`src/rtl/param_sync_fifo.sv`:
```
// rtl/param_sync_fifo.sv - parameterised single-clock show-ahead FIFO
//
// Purpose: DEPTH x WIDTH register FIFO with a registered occupancy counter,
//          combinational status decodes and sticky overflow/underflow flags.
// Ports:
//   i_clk     sole clock, rising edge
//   i_rst_n   asynchronous active-low reset
//   i_flush   synchronous clear of pointers, count and sticky flags
//   i_push    write strobe, i_wdata sampled when set
//   i_wdata   write data
//   i_pop     read strobe
//   o_rdata   head entry (show-ahead), don't-care while o_empty
//   o_empty   count == 0
//   o_full    count == DEPTH
//   o_afull   count >= AFULL_THR
//   o_count   occupancy 0..DEPTH
//   o_ovf     sticky: push while full without a simultaneous pop
//   o_udf     sticky: pop while empty
module param_sync_fifo #(
   parameter int WIDTH     = 8,
   parameter int DEPTH     = 4,
   parameter int AFULL_THR = 3,
   parameter int CW        = $clog2(DEPTH + 1)
) (
   input  logic             i_clk,
   input  logic             i_rst_n,
   input  logic             i_flush,
   input  logic             i_push,
   input  logic [WIDTH-1:0] i_wdata,
   input  logic             i_pop,
   output logic [WIDTH-1:0] o_rdata,
   output logic             o_empty,
   output logic             o_full,
   output logic             o_afull,
   output logic [CW-1:0]    o_count,
   output logic             o_ovf,
   output logic             o_udf
);

   localparam int AW = $clog2(DEPTH);

   logic [WIDTH-1:0] mem [DEPTH];
   logic [AW-1:0]    wp;
   logic [AW-1:0]    rp;
   logic [CW-1:0]    count;
   logic             push_ok;
   logic             pop_ok;

   assign o_count = count;
   assign o_empty = (count == '0);
   assign o_full  = (count == CW'(DEPTH));
   assign o_afull = (count >= CW'(AFULL_THR));
   assign o_rdata = mem[rp];

   // A push into a full FIFO is still accepted when a pop frees the head
   // slot in the same cycle; a pop from an empty FIFO never is, even if a
   // push arrives alongside it.
   assign push_ok = i_push && (!o_full || i_pop);
   assign pop_ok  = i_pop && !o_empty;

   // Storage carries no reset so that neither reset nor flush touches it.
   always_ff @(posedge i_clk) begin
      if (push_ok && !i_flush) begin
         mem[wp] <= i_wdata;
      end
   end

   // Pointers are exactly log2(DEPTH) bits, so DEPTH-1 -> 0 wrap is free.
   always_ff @(posedge i_clk or negedge i_rst_n) begin
      if (!i_rst_n) begin
         wp    <= '0;
         rp    <= '0;
         count <= '0;
         o_ovf <= 1'b0;
         o_udf <= 1'b0;
      end else if (i_flush) begin
         wp    <= '0;
         rp    <= '0;
         count <= '0;
         o_ovf <= 1'b0;
         o_udf <= 1'b0;
      end else begin
         if (push_ok) begin
            wp <= wp + AW'(1);
         end
         if (pop_ok) begin
            rp <= rp + AW'(1);
         end
         case ({push_ok, pop_ok})
            2'b10:   count <= count + CW'(1);
            2'b01:   count <= count - CW'(1);
            default: count <= count;
         endcase
         if (i_push && o_full && !i_pop) begin
            o_ovf <= 1'b1;
         end
         if (i_pop && o_empty) begin
            o_udf <= 1'b1;
         end
      end
   end

endmodule

```
`config.mk`:
```
export PLATFORM = sky130hd
export DESIGN_NAME = param_sync_fifo
export DESIGN_NICKNAME = d
export VERILOG_FILES = /design/src/rtl/param_sync_fifo.sv
export SDC_FILE = /design/constraint.sdc
export NUM_CORES = 1
export LEC_CHECK = 0
export BUFFER_PORTS_ARGS = -buffer_cell sky130_fd_sc_hd__buf_4
export CORE_MARGIN = 1
export CORE_UTILIZATION = 55
export CTS_CLUSTER_DIAMETER = 60
export DETAILED_ROUTE_END_ITERATION = 8
export GPL_ROUTABILITY_DRIVEN = 0
export MAX_ROUTING_LAYER = met4
export PLACE_DENSITY = 0.78
export SETUP_SLACK_MARGIN = 0.05
export SLEW_MARGIN = 5
export SYNTH_ARGS = -nofsm -noshare
export SYNTH_HDL_FRONTEND = slang
export SYNTH_SLANG_ARGS = --single-unit
```
`constraint.sdc`:
```
create_clock -name i_clk -period 2.4 [get_ports i_clk]
set_clock_uncertainty 0.05 [all_clocks]
set_input_delay 0.12 -clock i_clk [delete_from_list [all_inputs] [get_ports i_clk]]
set_output_delay 0.12 -clock i_clk [all_outputs]
set_load 0.01 [all_outputs]
```
==> impl_metrics.env, run 1 <==
export IMPL_ys_async_sr_fraction_pct=22.0
export IMPL_netlist_top_cells_count="edfxtp_1, dfrtp_1, mux4_2, nor2_1, inv_1"
export IMPL_cp_data_arrival_time_ns=2.30
export IMPL_fin_nets=174
export IMPL_fp_coreArea_sq_um=3130
export IMPL_synthSimpleGateAreaFrac_pct=10.1
export IMPL_fin_crit_ns=2.07
export IMPL_p_total_uw=1600
export IMPL_num_fill_cells=214
export IMPL_hpwlAfterDp_um=2160
export IMPL_drc=0
export IMPL_required_ns=2.63
export IMPL_powerDensity_nw_per_um2=705
export IMPL_finalSetupViolCount=0
export IMPL_placed_cells=183
export IMPL_start_util_pct=59.7
export IMPL_yosysTopAreaCellShare_pct=51.4
export IMPL_syn_num_nets=134
export IMPL_track_usage_pct=20.9
export IMPL_finalNonFillerCells=201
export IMPL_grt_pass1_wl_um=5000
export IMPL_synth_fa_ha_area_share_pct=3.75
export IMPL_startpoint_type="register"
export IMPL_die_area_sq_um=3630
export IMPL_synth_xor_area_share_pct=0.938
export IMPL_crit_type="register to register"
export IMPL_ys_ff_latch=41
export IMPL_cts_root_buf="clkbuf_4"
export IMPL_routed_wl_um=3160
export IMPL_antenna_cells=0
export IMPL_vias_per_cell=5.45
export IMPL_syn_area_per_cell_sq_um=16.1
export IMPL_cts_clk_slew_worst_paths_ns=0.13
export IMPL_worst_slew_pin_transition_ns=0.572
export IMPL_max_clock_path_buffers=2
export IMPL_cts_setup_buffers=0
export IMPL_endpoint_kind="register"
export IMPL_synth_cells=116
export IMPL_regArea_sq_um=1190
export IMPL_cts_tree="yes"
export IMPL_clk_latency_ns=0.34
export IMPL_grt_pass1_vias=1066
export IMPL_grt_max_degree=14
export IMPL_synth_top_area_cell="edfxtp_1"
export IMPL_synth_top_family_by_area="multiplexers"
export IMPL_drtIter0Drc=54
export IMPL_slew_viol_final=0
export IMPL_dr_pass1_iters=4
export IMPL_hold_violations=0
export IMPL_cts_sinks=41
export IMPL_hold_class="primary input to async pin"
export IMPL_layout_drive_gt1_share_pct=34.4
export IMPL_run_status="complete, no violations"
export IMPL_ys_flop_type="edfxtp_1"
export IMPL_max_freq_mhz=482
export IMPL_ant_nets=0
export IMPL_cts_hold_fix_buffers=10
export IMPL_synth_area_top_cells="edfxtp_1, dfrtp_1, mux4_2"
export IMPL_vias=1095
export IMPL_portBuffers=28
export IMPL_die_h_um=60.3
export IMPL_num_rows=20
export IMPL_multi_input_area_sq_um=597
export IMPL_fin_tns_setup_ns=0
export IMPL_rsz0062_at_grt="no"
export IMPL_relSlewSlack_pct=61.8
export IMPL_min_period_over_period_pct=86.4
export IMPL_antenna_found_initial=0
export IMPL_htreeDepth=2
export IMPL_synthMuxAreaShare_pct=11.5
export IMPL_ir_drop_mv=0.412
export IMPL_seq_area_frac_synth_pct=63.5
export IMPL_cp_max_fo=5
export IMPL_grt_ovfl_total=0
export IMPL_ys_warn_count=0
export IMPL_cts_buffers=5
export IMPL_synth_distinct_cells=37
export IMPL_wl_per_cell_um=15.7
export IMPL_synth_edff_count=32
export IMPL_die_x_um=60.3
export IMPL_leakage_uw=0.000869
export IMPL_cts_resized_gates=0
export IMPL_area_growth_pct=21.7
export IMPL_synth_most_common_cell="edfxtp_1"
export IMPL_synth_compound_area_share_pct=5.63
export IMPL_maxCapViolations=0
export IMPL_synth_area_sq_um=1870
export IMPL_boundaryPins=29
flip-flops by register name, summed over array words and instances, names as in the netlist:
register  flops
mem          32
wp            2
o_ovf         1
o_count       3
rp            2
o_udf         1
per-stage QoR:
stage	worst slack (ns)	hold WS, ns	util (%)	area [sq um]
after CTS	0.337	0.0617	72.7	2270
final	0.327	0.0699	72.7	2270
after detailed placement	0.363	-0.0977	67.0	2100
after global routing	0.266	0.0676	72.7	2270
after floorplan	0.161	-0.226	-	1870
after global placement	0.406	-0.102	67.0	2100
routing by layer:
metal	up-vias	global-route usage (%)	routed length [um]
met5	-	-	0
met4	0	11.0	61
met3	7	4.11	141
met2	33	33.0	1650
met1	540	25.3	1310
li1	515	-	-
cell usage in the layout, fill, tap and decap left out, types with 2 or more instances in the layout:
cell type / instances
mux2i_1: 2
edfxtp_1: 32
nor2_1: 8
a211oi_1: 2
ha_1: 4
clkbuf_4: 5
buf_4: 31
mux4_2: 8
a31oi_1: 2
a21oi_1: 3
nand2b_1: 2
nand3_1: 3
xor2_1: 2
inv_1: 7
dlygate4sd3_1: 10
dfrtp_1: 9
and2_1: 5
critical path: stages, from the launching register on:
cell     delay (ns)
dfrtp_1        0.41
nor3_2         0.31
nor2_1         0.11
fa_1           0.44
or4_4          0.56
a41oi_2        0.13
layout make-up:
cell class                 instances  area share (%)
clock inverter                     2            1.54
timing repair buffer              41            14.6
sequential                        41            52.2
clock buffer                       6            1.82
tap                               44            2.42
multi-input combinational         60            26.3
inverter                           7            1.16
power breakdown:
part,leakage (uW),switching (uW),internal [uW]
clock,0.0000422,210,219
sequential,0.000411,33.2,802
combinational,0.000415,162,178
total,0.000869,405,1200
cells by family (layout without fill, tap and decap cells):
| family | after synthesis | in the layout |
|---|---|---|
| DFF | 41 | 41 |
| xor gates and xnor gates | 2 | 2 |
| and+or+nand+nor | 28 | 28 |
| adders and majority gates | 5 | 5 |
| muxes | 11 | 11 |
| AOI/OAI and AO/OA | 14 | 14 |
| buffers and inverters | 15 | 56 |
final timing paths:
kind | start | slack (ns) | endpoint | cells past startpoint
setup reg to reg | o_count[2] | 0.33 | o_count[2] | 5
setup / recovery | o_count[2] | 0.33 | o_count[2] | 5
max in group asynchronous | i_rst_n | 2.08 | rp[0] | 2
hold reg to reg | o_ovf | 0.48 | o_ovf | 2
min in group i_clk | i_pop | 0.08 | o_udf | 3
hold / removal | i_rst_n | 0.07 | o_ovf | 2
Power figures use the tool's default switching activity.
==> inputs of run 2 (changes only) <==
Settings changed: CORE_UTILIZATION 55 to 50, PLACE_DENSITY 0.78 to 0.74.
Clock period 2.4 ns to 1.8 ns, I/O delays scaled along.
==> run 2 against run 1 <==
Sequential cell count unchanged. Global-route usage decreased by 1.1 points. Utilization decreased by 3.6 points. Die area increased by 9.7%. Sequential power increased by 34%. Clock power increased by 65%. Largest cell class unchanged. Highest routed layer unchanged.
==> impl_metrics.env, run 2 (synthesized netlist as in run 1, its figures left out) <==
export IMPL_hpwlAfterDp_um=2370
export IMPL_fin_tns_setup_ns=0
export IMPL_cp_num_cells=5
export IMPL_grt_max_degree=14
export IMPL_cts_buffers=5
export IMPL_max_freq_mhz=582
export IMPL_ant_nets=0
export IMPL_ir_drop_mv=0.509
export IMPL_grt_pass1_wl_um=5600
export IMPL_powerDensity_nw_per_um2=965
export IMPL_ff2ff_path_depth=5
export IMPL_clk_latency_ns=0.29
export IMPL_fin_nets=180
export IMPL_drtIter0Drc=15
export IMPL_wl_per_cell_um=16.3
export IMPL_worst_slew_pin_transition_ns=0.414
export IMPL_fp_coreArea_sq_um=3470
export IMPL_dpl_cell_area_sq_um=2170
export IMPL_track_usage_pct=19.7
export IMPL_layout_drive_gt1_share_pct=39.3
export IMPL_vias_per_cell=5.43
export IMPL_htreeDepth=2
export IMPL_drc=0
export IMPL_cp_data_arrival_time_ns=1.88
export IMPL_vias=1134
export IMPL_timing_critical_path_buf_inv=0
export IMPL_run_status="complete, no violations"
export IMPL_routed_wl_um=3410
export IMPL_final_common_cell="buf_4"
export IMPL_portBuffers=28
export IMPL_cp_max_fo=3
export IMPL_path_delay_family="simple AND/OR/NAND/NOR gates"
export IMPL_regMostFlops="mem"
export IMPL_endpoint_kind="register"
export IMPL_grt_pass1_vias=1221
export IMPL_regArea_sq_um=1190
export IMPL_design_area_sq_um=2400
export IMPL_antenna_found_initial=0
export IMPL_max_clock_path_buffers=2
export IMPL_cts_tree="yes"
export IMPL_antenna_cells=0
export IMPL_finish_utilization_pct=69.1
export IMPL_num_fill_cells=261
export IMPL_area_growth_pct=28.3
export IMPL_rsz0062_at_grt="yes"
export IMPL_start_util_pct=53.9
export IMPL_dr_pass1_iters=4
export IMPL_hold_violations=0
export IMPL_largest_register_ffs=32
export IMPL_crit_type="register to register"
export IMPL_boundaryPins=29
export IMPL_die_h_um=63.1
export IMPL_die_x_um=63.1
export IMPL_finalSetupViolCount=0
export IMPL_multi_input_area_sq_um=613
export IMPL_grt_ovfl_total=0
export IMPL_slowest_stage="or4_4"
export IMPL_startpoint_type="register"
export IMPL_slew_viol_final=0
export IMPL_leakage_uw=0.000914
export IMPL_layout_common_cells="buf_4, edfxtp_1, dlygate4sd3_1"
export IMPL_num_rows=21
export IMPL_cts_clk_slew_worst_paths_ns=0.07
export IMPL_cp_slowest_stage_delay_ns=0.43
export IMPL_cts_root_buf="clkbuf_8"
export IMPL_die_area_sq_um=3980
export IMPL_relSlewSlack_pct=72.4
export IMPL_path_cells="nor3_4 -> nor2_2 -> fa_2 -> or4_4 -> a41oi_2"
export IMPL_required_ns=1.96
export IMPL_hold_class="primary input to async pin"
export IMPL_min_period_over_period_pct=95.5
export IMPL_cts_sinks=41
export IMPL_maxCapViolations=0
export IMPL_fin_crit_ns=1.72
-- run 2: what timing repair did --
item / in CTS / in global routing
setup endpoints to repair: 9 / 38
pin swaps: 1 / 2
hold endpoints to repair: 43 / 0
hold buffers: 10 / 0
setup buffers: 1 / 0
gates resized for setup: 1 / 2
-- run 2: report_power, final --
group          leakage (uW)  switching [uW]  total (uW)  internal (uW)
logic              0.000453             218         484            266
clock network     0.0000528             297         706            409
registers          0.000408            50.4        1120           1070
total              0.000914             565        2310           1750
-- run 2: worst reg2reg max path, stage by stage (launching register included) --
cell,delay (ns)
dfrtp_2,0.42
nor3_4,0.20
nor2_2,0.06
fa_2,0.35
or4_4,0.43
a41oi_2,0.14
-- run 2: final timing paths --
kind                       slack [ns]  startpoint         end
max                              0.08  o_count[0]  o_count[2]
min                              0.11     i_rst_n  o_count[1]
max reg2reg                      0.08  o_count[0]  o_count[2]
min reg2reg                      0.46       o_ovf       o_ovf
max in group asynchronous        1.44     i_rst_n       rp[0]
min in group i_clk               0.12       i_pop       o_udf
-- run 2: per-stage QoR --
stage	hold slack, ns	worst slack [ns]	power (uW)	cells
6_report	0.111	0.0803	2310	209
3_3_place_gp	-0.132	0.0270	1590	190
2_1_floorplan	-0.256	-0.226	1420	116
4_1_cts	0.102	0.0462	2330	209
5_1_grt	0.115	0.0122	2410	209
3_5_place_dp	-0.131	-0.00102	1610	190
-- run 2: routing by layer --
metal,global-route usage [%],wire length (um)
met2,33.2,1900
met1,22.9,1370
met3,3.26,83
met4,9.59,64
met5,-,0
-- run 2: final cells by class --
class / instances / share of cell area, %
clock inverters: 2 / 1.41
well taps: 46 / 2.40
repair buffers: 47 / 16.8
flip-flops and latches: 41 / 49.7
multi-input cells: 60 / 25.6
clock buffers: 6 / 3.03
inverters: 7 / 1.10
==> inputs of run 3 (changes only) <==
==> constraint.sdc (replaced) <==
create_clock -name i_clk -period 1.8 [get_ports i_clk]
set_clock_uncertainty 0.05 [all_clocks]
set_input_delay 0.36 -clock i_clk [delete_from_list [all_inputs] [get_ports i_clk]]
set_output_delay 0.36 -clock i_clk [all_outputs]
set_load 0.01 [all_outputs]
==> run 3 against run 2 <==
The flow now finishes with violations (setup timing). First-iteration DRC count grew to 4.0 times the previous value. Sequential cell count did not move. Maximum frequency shrank 10%. Sequential power is essentially flat. Largest power group unchanged. Largest cell class unchanged.
==> impl_metrics.env, run 3 (synthesized netlist as in run 1, its figures left out) <==
export IMPL_drtIter0Drc=60
export IMPL_drc=0
export IMPL_min_period_over_period_pct=106
export IMPL_dr_pass1_iters=5
export IMPL_max_clock_path_buffers=2
export IMPL_num_rows=21
export IMPL_vias=1150
export IMPL_rsz0062_at_grt="yes"
export IMPL_layout_setup_ws_ns=-0.115
export IMPL_vias_per_cell=5.42
export IMPL_hold_violations=0
export IMPL_powerDensity_nw_per_um2=986
export IMPL_die_h_um=63.1
export IMPL_ant_nets=0
export IMPL_required_ns=1.39
export IMPL_hold_class="primary input to register"
export IMPL_cts_buffers=5
export IMPL_die_area_sq_um=3980
export IMPL_relSlewSlack_pct=69.7
export IMPL_hpwlAfterDp_um=2590
export IMPL_regArea_sq_um=1190
export IMPL_area_growth_pct=30.1
export IMPL_layout_common_cells="buf_4, edfxtp_1, buf_6"
export IMPL_cts_root_buf="clkbuf_8"
export IMPL_reg2reg_slack_ns=0.05
export IMPL_cts_tree="yes"
export IMPL_finalSetupViolCount=8
export IMPL_fp_coreArea_sq_um=3470
export IMPL_track_usage_pct=21.8
export IMPL_largest_register_ffs=32
export IMPL_leakage_uw=0.000949
export IMPL_wl_per_cell_um=17.1
export IMPL_start_util_pct=53.9
export IMPL_crit_type="register to primary output"
export IMPL_cp_max_fo=5
export IMPL_antenna_cells=0
export IMPL_grt_ovfl_total=0
export IMPL_maxCapViolations=0
export IMPL_num_fill_cells=249
export IMPL_htreeDepth=2
export IMPL_place_ws_ns=-0.0374
export IMPL_cts_sinks=41
export IMPL_routed_wl_um=3630
export IMPL_ir_drop_mv=0.586
export IMPL_fin_tns_setup_ns=-0.687
export IMPL_die_x_um=63.1
export IMPL_fin_nets=183
export IMPL_violations="setup timing"
export IMPL_dpl_cell_area_sq_um=2210
export IMPL_final_common_cell="buf_4"
export IMPL_slew_viol_final=0
export IMPL_cts_clk_slew_worst_paths_ns=0.07
export IMPL_layout_drive_gt1_share_pct=45.2
export IMPL_fin_hold_ws_ns=0.223
export IMPL_fin_crit_ns=1.92
export IMPL_max_freq_mhz=522
export IMPL_portBuffers=28
export IMPL_design_area_sq_um=2430
export IMPL_grt_max_degree=14
export IMPL_worst_slew_pin_transition_ns=0.455
export IMPL_regMostFlops="mem"
export IMPL_startpoint_type="register"
export IMPL_grt_pass1_vias=1277
export IMPL_p_total_uw=2400
export IMPL_cp_data_arrival_time_ns=1.51
export IMPL_boundaryPins=29
export IMPL_grt_pass1_wl_um=6110
export IMPL_clk_latency_ns=0.28
export IMPL_antenna_found_initial=0
export IMPL_endpoint_kind="primary output"
export IMPL_run_status="complete, but fails checks"
export IMPL_multi_input_area_sq_um=618
==> run 3: path summary, 6_finish.rpt <==
path | depth (start not counted) | to | startpoint
worst max-delay path | 3 | o_rdata[1] | rp[0]
worst min-delay path | 1 | mem[2][4] | i_wdata[4]
worst max register to register | 5 | o_count[2] | o_count[0]
worst min register to register | 2 | o_ovf | o_ovf
max in group asynchronous | 2 | o_count[0] | i_rst_n
min in group asynchronous | 2 | o_udf | i_rst_n
==> run 3: critical path: stages, from the launching register on <==
cell     delay [ns]
dfrtp_1        0.39
buf_6          0.15
mux4_2         0.53
buf_6          0.14
==> run 3: stage by stage <==
stage / std cells / utilization (%)
final: 212 / 70.1
after global routing: 212 / 70.1
after CTS: 209 / 68.9
after detailed placement: 197 / 63.9
after global placement: 197 / 63.9
after floorplan: 116 / -
==> run 3: power breakdown <==
part,leakage (uW),switching [uW],internal [uW],total [uW]
Clock,0.0000528,288,409,697
Combinational,0.000486,263,330,593
Sequential,0.000410,35.6,1070,1110
Total,0.000949,587,1810,2400
==> run 3: layer usage <==
metal / wire [um] / global-route usage, % / vias to the layer above
met1: 1410 / 24.1 / 578
li1: - / - / 532
met3: 163 / 5.98 / 9
met5: 0 / - / -
met2: 1980 / 36.8 / 31
met4: 82 / 9.01 / 0
==> run 3: area by class of cell <==
class | count | share of cell area [%]
sequential | 41 | 48.8
multi-input combinational | 60 | 25.4
timing repair buffer | 50 | 17.9
clock buffer | 6 | 2.99
tap | 46 | 2.37
clock inverter | 2 | 1.39
inverter | 7 | 1.08
==> run 3: timing repair <==
item                                    CTS  global route
hold endpoints to repair                  9             0
buffers inserted                          3             3
hold buffers                              1             0
pin swaps                                 3             1
gates resized for setup                  10             4
endpoints found under the setup margin    9            42
